`config.mk`:
```
export PLATFORM = sky130hd
export DESIGN_NAME = pi_1_unshuffle_buffer
export DESIGN_NICKNAME = d
export VERILOG_FILES = /design/src/rtl/pi_1_unshuffle_buffer.sv
export SDC_FILE = /design/constraint.sdc
export NUM_CORES = 1
export LEC_CHECK = 0
export BUFFER_PORTS_ARGS = -buffer_cell sky130_fd_sc_hd__buf_4
export CAP_MARGIN = 10
export CORE_MARGIN = 4
export CORE_UTILIZATION = 51
export CTS_CLUSTER_DIAMETER = 40
export DETAILED_ROUTE_END_ITERATION = 7
export GPL_TIMING_DRIVEN = 0
export PLACE_DENSITY = 0.8
export SYNTH_ARGS = -nofsm -noshare
export SYNTH_HDL_FRONTEND = slang
export SYNTH_SLANG_ARGS = --single-unit
```
`constraint.sdc`:
```
create_clock -name clk -period 2.55 [get_ports clk]
set_clock_uncertainty 0.2 [all_clocks]
set_input_delay 0.51 -clock clk [delete_from_list [all_inputs] [get_ports clk]]
set_output_delay 0.51 -clock clk [all_outputs]
set_load 0.02 [all_outputs]
```
`src/rtl/pi_1_unshuffle_buffer.sv`:
```
// Collects K beats of K CNU messages and presents the rebuilt K*K vector in PE column-major order.
// out_valid follows the last accepted beat by one cycle; either side only stalls, and no data is lost.
module pi_1_unshuffle_buffer #(
  parameter int K          = 6,
  parameter int DATA_WIDTH = 6,
  parameter int BW         = (K > 1) ? $clog2(K) : 1
) (
  input  logic                             clk,
  input  logic                             rst_n,
  input  logic                             flush,
  input  logic                             in_valid,
  output logic                             in_ready,
  input  logic [K-1:0][DATA_WIDTH-1:0]     in_data,
  output logic                             out_valid,
  input  logic                             out_ready,
  output logic [K*K-1:0][DATA_WIDTH-1:0]   out_data,
  output logic [BW-1:0]                    beat_idx,
  output logic                             busy
);

  localparam logic [0:0] COLLECT = 1'b0;
  localparam logic [0:0] PRESENT = 1'b1;

  logic [0:0]                         state;
  logic [K*K-1:0][DATA_WIDTH-1:0]     frame_buf;

  assign in_ready  = (state == COLLECT);
  assign out_valid = (state == PRESENT);
  assign out_data  = frame_buf;
  assign busy      = (state == PRESENT) || (beat_idx != '0);

  always_ff @(posedge clk or negedge rst_n) begin
    if (!rst_n) begin
      state     <= COLLECT;
      beat_idx  <= '0;
      frame_buf <= '0;
    end else if (flush) begin
      // Abort wins over any same-cycle handshake; buffer contents are kept.
      state    <= COLLECT;
      beat_idx <= '0;
    end else begin
      case (state)
        COLLECT: begin
          if (in_valid) begin
            for (int x = 0; x < K; x++) begin
              if (beat_idx == BW'(x)) begin
                for (int y = 0; y < K; y++) begin
                  frame_buf[y*K + x] <= in_data[y];
                end
              end
            end
            if (beat_idx == BW'(K-1)) begin
              beat_idx <= '0;
              state    <= PRESENT;
            end else begin
              beat_idx <= beat_idx + BW'(1);
            end
          end
        end
        PRESENT: begin
          if (out_ready) begin
            state <= COLLECT;
          end
        end
        default: begin
          state    <= COLLECT;
          beat_idx <= '0;
        end
      endcase
    end
  end

endmodule

```
==> flow_summary.toml <==
[sta]
hold_viol = 0
rsz0062_at_grt = "no"
min_period_ns = 2.28
max_freq_mhz = 439
fin_ws_ns = 0.270
fin_crit_sh_pct = 89.4
setup_viol = 0
tightest_slew_ns = 0.707
maxSlewHeadroom_pct = 52.9
slew_violations = 0

[clocking]
cts_root_buf = "clkbuf_16"
cts_made_buffers = 29
h-tree-depth = 1
clk_latency_ns = 0.51
clock_sinks = 220
clk_pin_slew_worst_paths_ns = 0.06
clock_path_buffers = 3
cts_tree = "built"

[routing]
wl_per_cell_um = 21.0
met3_length_um = 1500
drt_iter0_drc = 169
dr.pass1.iters = 4
via_count = 5301
m1WireLength_um = 8490
antenna_left = 0
avgViaCountPerCell = 5.20
wl_um = 21400
route.met2.wl_um = 10700
drc_errors = 0
routed.top_layer = "met4"

[worst_hold_path]
worstHoldPathCells = 2
hold_class = "input pin to flop"

[synthesis]
synthAdderAreaFrac_pct = 0.151
synthXorXnorAreaFrac_pct = 0
postSynthCellCount = 484
synth_compound_area_share_pct = 0.438
synth-edff-count = 0
ys.flop_type = "dfrtp_1"
ys_types = 23
synth_top_family_by_area = "multiplexers"
synth_area_sq_um = 8280
synth_mux_area_share_pct = 29.4
ys_ff_latch = 220
seq_area_frac_synth_pct = 66.5
avgSynthCellArea_sq_um = 17.1
syn_nets = 526
yosys.area_share.simple_pct = 1.92
async_flop_share_pct = 100
yosys_warnings = 0

[layout]
most-common-layout-cells = "270 x buf_4, 220 x dfrtp_1, 169 x mux2_1, 47 x mux2_2, 29 x clkbuf_16"
areaGrowthSynthToFinish_pct = 39.8
fin_nets = 823
layout_commonest_cell = "buf_4"
regArea_sq_um = 5510
drive_above_1_share_pct = 48.2
final_util_pct = 72.8
multi_input_comb_area_sq_um = 2640
fill_cells = 1016
antenna_cells = 0

[critical_path]
worstSetupEndpointType = "output port"
r2r_cells = 6
cp.arrival_ns = 1.57
required_ns = 1.84
reg2reg_slack_ns = 0.29
endpoint = "busy"
path_max_fanout = 6
critPathLaunchType = "flop"
rr_endpoint = "out_data[94]"
crit_type = "flop to output port"
cp-startpoint = "beat_idx[1]"
r2r-start = "beat_idx[1]"

[die]
ioPinCount = 263
fp.dieArea_sq_um = 18300
initial_core_util_pct = 52.1
die_width_um = 135
die_height_um = 135
core_area_sq_um = 15900
rows = 46

[place]
gp_congestion = 0.795
port_buffers = 262
post-dp-hpwl_um = 15300
place_ws_ns = 0.269

[power_and_ir_drop]
power_frac_comb_pct = 23.2
worst_ir_drop_vdd_uv = 529
p_int_mw = 7.73
swShare_pct = 30.2
p_switching_mw = 3.34
clkPwrFrac_pct = 36.6
pwr_density_cell_nw_per_um2 = 957
power_leakage_nw = 6.02
seqPwrFrac_pct = 40.2
power_mw = 11.1

[outcome]
status = "finished clean"

[global_route]
antenna_found_initial = 0
grt_pass1_wl_um = 33000
overflow = 0
grt_pass1_vias = 5724
global_route.usage.total_pct = 23.1
grt_max_degree = 127

[run]
cap_viol_max_count = 0
timing repair:
item / CTS / global route
gates resized for setup: 0 / 0
setup buffers: 0 / 0
hold buffers: 3 / 0
endpoints found under the hold margin: 98 / 0
through the flow:
stage | hold slack, ns | instance area [sq um] | cells | TNS [ns]
after floorplan | 0.0144 | 8280 | 484 | 0
after global placement | 0.270 | 10500 | 962 | -139.71
after detailed placement | 0.276 | 10600 | 963 | 0
after CTS | 0.0310 | 11600 | 1019 | 0
after global routing | 0.0349 | 11600 | 1019 | 0
final | 0.0463 | 11600 | 1019 | 0
synth_stat cells (2+ instances only):
master | number | area share, %
dfrtp_1 | 220 | 66
mux2_1 | 169 | 23
mux2_2 | 47 | 6.4
buf_2 | 11 | 0.66
buf_4 | 9 | 0.82
a21oi_1 | 3 | 0.18
nand2_1 | 3 | 0.14
nand3_4 | 3 | 0.63
and2b_1 | 2 | 0.18
inv_1 | 2 | 0.091
nand3_1 | 2 | 0.12
nor2_2 | 2 | 0.15
worst max-delay path: stages (launching register included):
cell and delay (ns):
dfrtp_1 0.47, nor2_2 0.30, nand3_1 0.12, buf_4 0.17
registers in the layout (all words and copies together) (netlist names):
signal / cells
beat_idx: 3
out_data: 216
out_valid: 1
power by group through the flow:
stage | registers, mW | clock network [mW] | logic, mW
2_1_floorplan | 5.20 | 0 | 0.475
3_3_place_gp | 4.47 | 0 | 2.52
3_5_place_dp | 4.50 | 0 | 2.59
4_1_cts | 4.45 | 4.12 | 2.61
5_1_grt | 4.51 | 4.28 | 2.72
6_report | 4.44 | 4.05 | 2.57
worst min-delay path by stage:
stage                       start             to
finish                in_data[30]  out_data[192]
global route          in_data[30]  out_data[198]
CTS                   in_data[30]  out_data[192]
detailed placement  out_data[164]  out_data[164]
global placement    out_data[126]  out_data[126]
floorplan                   rst_n    beat_idx[0]
metal layers:
layer | vias up | GRT usage, %
li1 | 2334 | -
met3 | 48 | 5.01
met5 | - | 0
met1 | 2705 | 29.7
met4 | 0 | 7.89
met2 | 214 | 39.1
cell type report:
cell class | instances | area share (%)
buffer | 20 | 1.06
clock buffer | 34 | 6.52
inverter | 3 | 0.0973
tap | 216 | 2.34
multi-input combinational | 241 | 22.8
sequential | 220 | 47.6
clock inverter | 19 | 2.04
timing repair buffer | 266 | 17.6
logic make-up (layout without fill, tap and decap cells):
logic type	count (synthesis)	count (layout)
buf+inv	23	342
compound gates	6	6
fa+ha+maj	1	1
flops	220	220
simple gates	18	18
mux	216	216
Power figures use the tool's default switching activity.
